==> src/rtl/vga_timing_gen_if.sv <==
// vga_timing_gen_if
//   Bundles the raster-timing signals that run between the VGA timing
//   generator and the drawing stages behind it.
//
//   pix_en      pixel advance enable (driven by the consumer/system side)
//   hcount      horizontal pixel index
//   vcount      vertical line index
//   hsync       horizontal sync, active-high
//   hblnk       horizontal blanking
//   vsync       vertical sync, active-high
//   vblnk       vertical blanking
//   frame_start one-cycle pulse when the raster moves to pixel (0,0)
//
//   master: the timing generator (drives the counters and flags)
//   slave : a consumer of the raster timing (drives pix_en)
interface vga_timing_gen_if #(
    parameter int CNT_W = 11
);
    logic             pix_en;
    logic [CNT_W-1:0] hcount;
    logic [CNT_W-1:0] vcount;
    logic             hsync;
    logic             hblnk;
    logic             vsync;
    logic             vblnk;
    logic             frame_start;

    modport master (
        input  pix_en,
        output hcount, vcount, hsync, hblnk, vsync, vblnk, frame_start
    );

    modport slave (
        output pix_en,
        input  hcount, vcount, hsync, hblnk, vsync, vblnk, frame_start
    );
endinterface

==> src/rtl/vga_timing_gen.sv <==
// vga_timing_gen
//   Free-running VGA raster timing generator. Produces horizontal and
//   vertical pixel counters together with sync/blanking flags and a
//   frame-start pulse. Every output is a flop, and the flags are derived
//   from the *next* counter values so they are registered on the same edge
//   as the counters: the whole output tuple always describes one pixel.
//
//   Ports:
//     clk  system/pixel clock
//     rst  asynchronous, active-high reset; forces (0,0) with all flags low
//     vga  vga_timing_gen_if.master
//            pix_en in : advance one pixel on this clk edge
//            hcount/vcount, hsync/hblnk, vsync/vblnk, frame_start out
module vga_timing_gen #(
    parameter int H_PIXELS     = 800,
    parameter int H_SYNC_START = 840,
    parameter int H_SYNC_TIME  = 128,
    parameter int H_TOTAL      = 1056,
    parameter int V_PIXELS     = 600,
    parameter int V_SYNC_START = 601,
    parameter int V_SYNC_TIME  = 4,
    parameter int V_TOTAL      = 628,
    parameter int CNT_W        = 11
) (
    input  logic          clk,
    input  logic          rst,
    vga_timing_gen_if.master vga
);

    // Thresholds are held one bit wider than the counters so that a sync
    // end equal to 2**CNT_W still compares correctly.
    localparam logic [CNT_W:0] H_LAST     = (CNT_W+1)'(H_TOTAL - 1);
    localparam logic [CNT_W:0] H_ACT      = (CNT_W+1)'(H_PIXELS);
    localparam logic [CNT_W:0] H_SYNC_BEG = (CNT_W+1)'(H_SYNC_START);
    localparam logic [CNT_W:0] H_SYNC_END = (CNT_W+1)'(H_SYNC_START + H_SYNC_TIME);
    localparam logic [CNT_W:0] V_LAST     = (CNT_W+1)'(V_TOTAL - 1);
    localparam logic [CNT_W:0] V_ACT      = (CNT_W+1)'(V_PIXELS);
    localparam logic [CNT_W:0] V_SYNC_BEG = (CNT_W+1)'(V_SYNC_START);
    localparam logic [CNT_W:0] V_SYNC_END = (CNT_W+1)'(V_SYNC_START + V_SYNC_TIME);

    // Parameter legality, rejected at elaboration.
    generate
        if (!(H_PIXELS < H_SYNC_START)) begin : g_bad_h_sync_start
            $error("vga_timing_gen: H_PIXELS must be below H_SYNC_START");
        end
        if (!(H_SYNC_START + H_SYNC_TIME <= H_TOTAL)) begin : g_bad_h_sync_end
            $error("vga_timing_gen: horizontal sync must end within H_TOTAL");
        end
        if (!(V_PIXELS < V_SYNC_START)) begin : g_bad_v_sync_start
            $error("vga_timing_gen: V_PIXELS must be below V_SYNC_START");
        end
        if (!(V_SYNC_START + V_SYNC_TIME <= V_TOTAL)) begin : g_bad_v_sync_end
            $error("vga_timing_gen: vertical sync must end within V_TOTAL");
        end
        if (!((64'd1 << CNT_W) >= 64'(H_TOTAL) && (64'd1 << CNT_W) >= 64'(V_TOTAL))) begin : g_bad_cnt_w
            $error("vga_timing_gen: CNT_W too narrow for H_TOTAL/V_TOTAL");
        end
    endgenerate

    logic [CNT_W-1:0] hcount_reg, hcount_next;
    logic [CNT_W-1:0] vcount_reg, vcount_next;
    logic             hsync_reg, hsync_next;
    logic             hblnk_reg, hblnk_next;
    logic             vsync_reg, vsync_next;
    logic             vblnk_reg, vblnk_next;
    logic             frame_start_reg, frame_start_next;
    logic             h_wrap, v_wrap;

    always_comb begin
        h_wrap = ({1'b0, hcount_reg} == H_LAST);
        v_wrap = ({1'b0, vcount_reg} == V_LAST);

        hcount_next = h_wrap ? '0 : hcount_reg + 1'b1;
        vcount_next = vcount_reg;
        if (h_wrap) begin
            vcount_next = v_wrap ? '0 : vcount_reg + 1'b1;
        end

        // Flags come from the next counter values so they land together
        // with the counters on the same edge.
        hblnk_next = ({1'b0, hcount_next} >= H_ACT);
        hsync_next = ({1'b0, hcount_next} >= H_SYNC_BEG) &&
                     ({1'b0, hcount_next} <  H_SYNC_END);
        vblnk_next = ({1'b0, vcount_next} >= V_ACT);
        vsync_next = ({1'b0, vcount_next} >= V_SYNC_BEG) &&
                     ({1'b0, vcount_next} <  V_SYNC_END);

        // Only a genuine frame wrap reaches (0,0) this way; reset lands there
        // through the reset branch and so never raises the pulse.
        frame_start_next = h_wrap && v_wrap;
    end

    always_ff @(posedge clk or posedge rst) begin
        if (rst) begin
            hcount_reg      <= '0;
            vcount_reg      <= '0;
            hsync_reg       <= 1'b0;
            hblnk_reg       <= 1'b0;
            vsync_reg       <= 1'b0;
            vblnk_reg       <= 1'b0;
            frame_start_reg <= 1'b0;
        end else if (vga.pix_en) begin
            hcount_reg      <= hcount_next;
            vcount_reg      <= vcount_next;
            hsync_reg       <= hsync_next;
            hblnk_reg       <= hblnk_next;
            vsync_reg       <= vsync_next;
            vblnk_reg       <= vblnk_next;
            frame_start_reg <= frame_start_next;
        end else begin
            // Stalled pixel: everything holds, but the pulse must not be
            // stretched across the stall.
            frame_start_reg <= 1'b0;
        end
    end

    assign vga.hcount      = hcount_reg;
    assign vga.vcount      = vcount_reg;
    assign vga.hsync       = hsync_reg;
    assign vga.hblnk       = hblnk_reg;
    assign vga.vsync       = vsync_reg;
    assign vga.vblnk       = vblnk_reg;
    assign vga.frame_start = frame_start_reg;

endmodule
==> src/flat_wrapper.sv <==
// flat-port wrapper written by rule: the top's interface ports become plain ports
module vga_timing_gen_flat 
#(
    parameter int H_PIXELS     = 800,
    parameter int H_SYNC_START = 840,
    parameter int H_SYNC_TIME  = 128,
    parameter int H_TOTAL      = 1056,
    parameter int V_PIXELS     = 600,
    parameter int V_SYNC_START = 601,
    parameter int V_SYNC_TIME  = 4,
    parameter int V_TOTAL      = 628,
    parameter int CNT_W        = 11
)
  (clk, rst, vga_pix_en, vga_hcount, vga_vcount, vga_hsync, vga_hblnk, vga_vsync, vga_vblnk, vga_frame_start);
  vga_timing_gen_if #(.CNT_W(CNT_W)) vga_i ();
  input  logic clk;
  input  logic rst;
  input wire logic [$bits(vga_i.pix_en)-1:0] vga_pix_en;
  output wire logic [$bits(vga_i.hcount)-1:0] vga_hcount;
  output wire logic [$bits(vga_i.vcount)-1:0] vga_vcount;
  output wire logic [$bits(vga_i.hsync)-1:0] vga_hsync;
  output wire logic [$bits(vga_i.hblnk)-1:0] vga_hblnk;
  output wire logic [$bits(vga_i.vsync)-1:0] vga_vsync;
  output wire logic [$bits(vga_i.vblnk)-1:0] vga_vblnk;
  output wire logic [$bits(vga_i.frame_start)-1:0] vga_frame_start;
  assign vga_i.pix_en = vga_pix_en;
  assign vga_hcount = vga_i.hcount;
  assign vga_vcount = vga_i.vcount;
  assign vga_hsync = vga_i.hsync;
  assign vga_hblnk = vga_i.hblnk;
  assign vga_vsync = vga_i.vsync;
  assign vga_vblnk = vga_i.vblnk;
  assign vga_frame_start = vga_i.frame_start;
  vga_timing_gen #(.H_PIXELS(H_PIXELS), .H_SYNC_START(H_SYNC_START), .H_SYNC_TIME(H_SYNC_TIME), .H_TOTAL(H_TOTAL), .V_PIXELS(V_PIXELS), .V_SYNC_START(V_SYNC_START), .V_SYNC_TIME(V_SYNC_TIME), .V_TOTAL(V_TOTAL), .CNT_W(CNT_W)) u_core (.clk(clk), .rst(rst), .vga(vga_i));
endmodule
==> config.mk <==
export PLATFORM = sky130hd
export DESIGN_NAME = vga_timing_gen_flat
export DESIGN_NICKNAME = d
export VERILOG_FILES = /design/src/rtl/vga_timing_gen_if.sv /design/src/rtl/vga_timing_gen.sv /design/src/flat_wrapper.sv
export SDC_FILE = /design/constraint.sdc
export NUM_CORES = 1
export LEC_CHECK = 0
export BUFFER_PORTS_ARGS = -buffer_cell sky130_fd_sc_hd__buf_2
export CAP_MARGIN = 10
export CORE_MARGIN = 10
export CORE_UTILIZATION = 39
export CTS_BUF_LIST = sky130_fd_sc_hd__clkbuf_8
export DETAILED_ROUTE_END_ITERATION = 10
export PLACE_DENSITY = 0.57
export SLEW_MARGIN = 5
export SYNTH_ARGS = -nofsm -noshare
export SYNTH_HDL_FRONTEND = slang
export SYNTH_SLANG_ARGS = --single-unit
export TNS_END_PERCENT = 100
==> constraint.sdc <==
create_clock -name clk -period 3.15 [get_ports clk]
set_input_delay 0.4725 -clock clk [delete_from_list [all_inputs] [get_ports clk]]
set_output_delay 0.4725 -clock clk [all_outputs]
set_load 0.005 [all_outputs]
======== Yosys cells after proc, flatten, opt, wreduce, memory -nomap -nowiden ========
Cells that the tools add are included.
word-level totals
  logic and storage cells ................. 24
  ROM bits ................................ 0
  RAM bits ................................ 0
  output and inout bits ................... 27
  bits in latches ......................... 0
  memories ................................ 0
  input port bits ......................... 3
  flip-flop bits (word level) ............. 27
cells by class
  shift operators ......................... 0
  muxes and demuxes ....................... 4
  divide/modulo/power cells ............... 0
  bitwise operators ....................... 0
  $add $sub $neg .......................... 2
  order comparisons ....................... 6
  reduce and logical (&&, ||, !) cells .... 3
  equality and inequality tests ........... 2
  multipliers ............................. 0
operators with widths
  operator                 number
  $ge A11 B10 Y1 const B   4
  $mux W11                 3
  $add A11 B1 Y11 const B  2
  $lt A11 B10 Y1 const B   2
  $eq A11 B10 Y1 const B   1
  $eq A11 B11 Y1 const B   1
  $logic_and A1 B1 Y1      3
  $mux W1                  1

======== Logic depth before layout (Yosys ltp) ========
  depth after elaboration ................. 5
  depth in mapped cells ................... 9
  gate-level depth less buffers ........... 7

======== Least setup slack after synthesis ========
Ideal clock, no wire load.
  path type ............................... register -> register
  start ................................... reg u_core.vcount_reg[3], in the netlist u_core.vga.vcount[3]
  end ..................................... reg u_core.vsync_reg, in the netlist u_core.vga.vsync
  library setup time ...................... 0.103 ns
  stages on the path, launching flop included .. 7
  required time ........................... 3.047 ns
  path buffers ............................ 0
  path slack .............................. 0.710 ns
  data arrival time ....................... 2.336 ns
  path through ............................ dfrtp_1 -> or4b_4 -> nor4_4 -> o21ai_2 -> a21oi_2 -> or4b_4 -> o41ai_2
between the ends
  word-level cells in the longest chain between the ends .. 5
ends and longest elaborated chain
  what                                                      line                                        text
  start: declaration                                        vga_timing_gen.sv:61                        logic [CNT_W-1:0] vcount_reg, vcount_next;
  start signal: assignment                                  vga_timing_gen.sv:104                       vcount_reg <= vcount_next;
  $add A11 B1 Y11 / $eq A11 B10 Y1 (equally long branches)  vga_timing_gen.sv:76, vga_timing_gen.sv:71
  $mux W11                                                  vga_timing_gen.sv:76                        vcount_next = v_wrap ? '0 : vcount_reg + 1'b1;
  $mux W11 *                                                vga_timing_gen.sv:75                        if (h_wrap) begin
  $ge A11 B10 Y1 / $lt A11 B10 Y1 (equally long branches)   vga_timing_gen.sv:85, vga_timing_gen.sv:86
  $logic_and A1 B1 Y1 *                                     vga_timing_gen.sv:85                        vsync_next = ({1'b0, vcount_next} >= V_SYNC_BEG) &&
  end signal: assignment                                    vga_timing_gen.sv:107                       vsync_reg <= vsync_next;
  end: declaration                                          vga_timing_gen.sv:64                        logic vsync_reg, vsync_next;
Mark *: on every way between the ends. The rest lies on a longest branch, timed or not.
A chain may end at the register's enable or synchronous reset.

======== Final worst setup path ========
  start ................................... reg u_core.hcount_reg[1], in the netlist u_core.vga.hcount[1]
  end ..................................... reg u_core.vsync_reg, in the netlist u_core.vga.vsync
between the ends
  word-level cells in the longest chain between the ends .. 4
ends and longest elaborated chain
  what                                                     line                                        text
  start: declaration                                       vga_timing_gen.sv:60                        logic [CNT_W-1:0] hcount_reg, hcount_next;
  start signal: assignment                                 vga_timing_gen.sv:103                       hcount_reg <= hcount_next;
  $eq A11 B11 Y1 *                                         vga_timing_gen.sv:70                        h_wrap = ({1'b0, hcount_reg} == H_LAST);
  $mux W11 *                                               vga_timing_gen.sv:75
  $ge A11 B10 Y1 / $lt A11 B10 Y1 (equally long branches)  vga_timing_gen.sv:85, vga_timing_gen.sv:86
  $logic_and A1 B1 Y1 *                                    vga_timing_gen.sv:85
Marked as above.

==> out/qor.csv <==
metric;value;unit
f_max;354;MHz
cts-root-to-sink-buffers;2;
tightest_slew;641;ps
drc_violation_count_after_routing;0;
netlist_area;0.00174;mm²
first_iter_violations;148;
area_growth_syn_to_layout;15.5;%
largest_net_degree_at_the_start_of_global_routing;28;
slowest_delay;580;ps
setup_total_negative_slack;0;ps
synth_seq_area_share;0.389;
timing_hold_violations_final;0;
netlist-cell-type-count;46;
placementRows;24;
final_net_count;231;
io_pins;30;
post-synth-top-area-cell;sky130_fd_sc_hd__dfrtp_1;
chipHeight;86.8;µm
endpoint_class_of_the_critical_path;flop;
synth_area_leaders;sky130_fd_sc_hd__dfrtp_1 39%, sky130_fd_sc_hd__xnor2_1 5.5%, sky130_fd_sc_hd__nand2_1 4.8%;
final.min_clock_period;2830;ps
antenna_cells_inserted;0;
gate_count_post_synth;196;
pwr_density_cell;485;mW/mm²
detail_route.first_pass.iterations;4;
critPathKind;reg -> reg;
clk-insertion-delay-late;270;ps
yosys_most_used_dff;sky130_fd_sc_hd__dfrtp_1;
rsz0062_at_grt;false;
cp_cell_sequence;ha_1 -> and4b_1 -> and3_1 -> a31oi_1 -> nor3_1 -> o221ai_1 -> o41ai_2;
antenna_found_initial;0;
timing.critical_path.required;3330;ps
port-buffer-count;29;
max-cap-violations;0;
design.core.area;0.00432;mm²
synth.ff_latch_count;27;
final_max_slew_viol_count;0;
cts_hold_buffers;0;
grt_first_pass_wirelength;7500;µm
post-cts-setup-buffers;0;
worst_ep_arrival_time;3000;ps
timing.final.crit_share;0.897;
synth_enable_flop_cells;0;
avgSynthCellArea;8.87;µm²
grt_pass1_vias;1488;
synthesis_warnings;0;
synth_most_common_cell;sky130_fd_sc_hd__dfrtp_1;
grtUsageTotal;0.121;
route.vias.total;1559;
floorplan.die.width;86.8;µm
power.static_leakage;0.000873;µW
mappedNetlistNets;201;
netlist_top_cells_count;27 x sky130_fd_sc_hd__dfrtp_1, 22 x sky130_fd_sc_hd__nand2_1, 14 x sky130_fd_sc_hd__nor2_1;
root_buffer;sky130_fd_sc_hd__clkbuf_8;
floorplan.initialDensity;0.402;
report.final.setup_viol;0;
post-synth-top-area-fraction;0.389;
globalRoute.totalOverflow;0;
tritoncts;built;
place.gp.congestion;0.806;
cts-buffers-inserted;3;
dp_hpwl;3190;µm
fill_cells;446;
drt-vias-per-instance;5.63;
outcome;finished clean;
asyncSetResetFlopFracSynth;1.00;
cts_repair_resize_count;0;
cts_max_level;1;
ant_nets;0;
timing.hold.worst.class;in -> async;
worstPathMaxFanout;18;
crit_slowest_cell;sky130_fd_sc_hd__and3_1;
peakVddDrop;0.158;mV
post_route_cells_drive_above_1_share;0.213;
critPathBufInv;0;
cell_area_placed;0.00195;mm²
critPathTopFamily;simple AND/OR/NAND/NOR gates;
drt-wirelength-per-cell;15.8;µm
relSlewSlack;0.572;
totalWireLength;4380;µm
clk_transition_reported_paths;100;ps
stdcell_area;0.00201;mm²
timing.critical_path.from_type;flop;
clkSinkCount;27;
timing.clock.skew;7.98;ps
fp.dieArea;0.00753;mm²
[per-stage QoR]
step | power [µW] | setup slack (ps) | std cells | util | hold slack (ps)
2_1_floorplan | 661 | 710 | 196 | - | 475
3_3_place_gp | 783 | 472 | 272 | 0.450 | 460
3_5_place_dp | 783 | 381 | 272 | 0.450 | 460
4_1_cts | 990 | 348 | 276 | 0.461 | 496
5_1_grt | 1050 | 101 | 277 | 0.464 | 299
6_report | 973 | 323 | 277 | 0.464 | 263
[layer usage]
metal | part of all wire | global-route usage | up-vias
li1 | - | - | 789
met1 | 0.47 | 0.156 | 741
met2 | 0.48 | 0.193 | 27
met3 | 0.047 | 0.0291 | 2
met4 | 0.0053 | 0.0353 | 0
met5 | 0 | 0 | -
[layout by cell type (no fill, tap or decap), types with 2 or more instances in the layout]
cell type,Yosys,layout
sky130_fd_sc_hd__nor3_1,5,5
sky130_fd_sc_hd__xor2_1,2,2
sky130_fd_sc_hd__mux2_2,2,2
sky130_fd_sc_hd__a31oi_1,2,2
sky130_fd_sc_hd__o221ai_1,2,2
sky130_fd_sc_hd__o2111ai_1,2,2
sky130_fd_sc_hd__inv_1,4,5
sky130_fd_sc_hd__nand4_1,7,7
sky130_fd_sc_hd__o21ai_0,13,13
sky130_fd_sc_hd__xnor2_1,11,11
sky130_fd_sc_hd__o211ai_1,2,2
sky130_fd_sc_hd__ha_1,2,2
sky130_fd_sc_hd__nor2b_1,3,3
sky130_fd_sc_hd__or4b_4,2,2
sky130_fd_sc_hd__a311oi_1,2,2
sky130_fd_sc_hd__and4_1,4,4
sky130_fd_sc_hd__buf_2,1,29
sky130_fd_sc_hd__buf_4,0,5
sky130_fd_sc_hd__and3_1,11,11
sky130_fd_sc_hd__nand2b_1,4,4
sky130_fd_sc_hd__nor2_1,14,14
sky130_fd_sc_hd__dfrtp_1,27,27
sky130_fd_sc_hd__a21oi_1,8,8
sky130_fd_sc_hd__nand2_1,22,22
sky130_fd_sc_hd__nand3_1,8,8
sky130_fd_sc_hd__clkbuf_8,0,3
sky130_fd_sc_hd__o31ai_1,7,7
[cell type report]
cell class	count	area, µm²	area share
multi-input combinational	154	1000	0.501
sequential	27	676	0.337
timing repair buffer	35	198	0.0985
tap	52	65.1	0.0324
clock buffer	3	41.3	0.0206
inverter	5	18.8	0.00935
clock inverter	1	3.75	0.00187
[logic make-up after synthesis]
| kind of cell | Yosys count | synth area share |
|---|---|---|
| fa+ha+maj | 2 | 0.0144 |
| buf+inv | 15 | 0.0331 |
| compound gates | 50 | 0.200 |
| xor+xnor | 13 | 0.0655 |
| mux | 2 | 0.0130 |
| simple gates | 87 | 0.285 |
| flops | 27 | 0.389 |
[where the power goes]
part           switching [µW]  leakage [µW]  total [µW]  internal [µW]
Clock                     112     0.0000269         199           87.5
Combinational             167      0.000503         308            141
Sequential               68.3      0.000343         466            398
[worst register-to-register path, cell delays in order (launching register included)]
cell	delay, ps
sky130_fd_sc_hd__dfrtp_1	430
sky130_fd_sc_hd__ha_1	230
sky130_fd_sc_hd__and4b_1	280
sky130_fd_sc_hd__and3_1	580
sky130_fd_sc_hd__a31oi_1	210
sky130_fd_sc_hd__nor3_1	420
sky130_fd_sc_hd__o221ai_1	220
sky130_fd_sc_hd__o41ai_2	350
[path summary, 6_finish.rpt]
path                                   endpoint                 start  cells after the start  slack [ps]
setup / recovery               u_core.vga.vsync  u_core.vga.hcount[1]                      7         320
hold / removal             u_core.vga.hcount[2]                   rst                      2         260
setup reg to reg               u_core.vga.vsync  u_core.vga.hcount[1]                      7         320
hold reg to reg                u_core.vga.hblnk      u_core.vga.hblnk                      1         490
max in group asynchronous      u_core.vga.vsync                   rst                      3        2360
min in group clk               u_core.vga.hblnk      u_core.vga.hblnk                      1         490
Note: power is estimated with default switching activity, not from simulation.
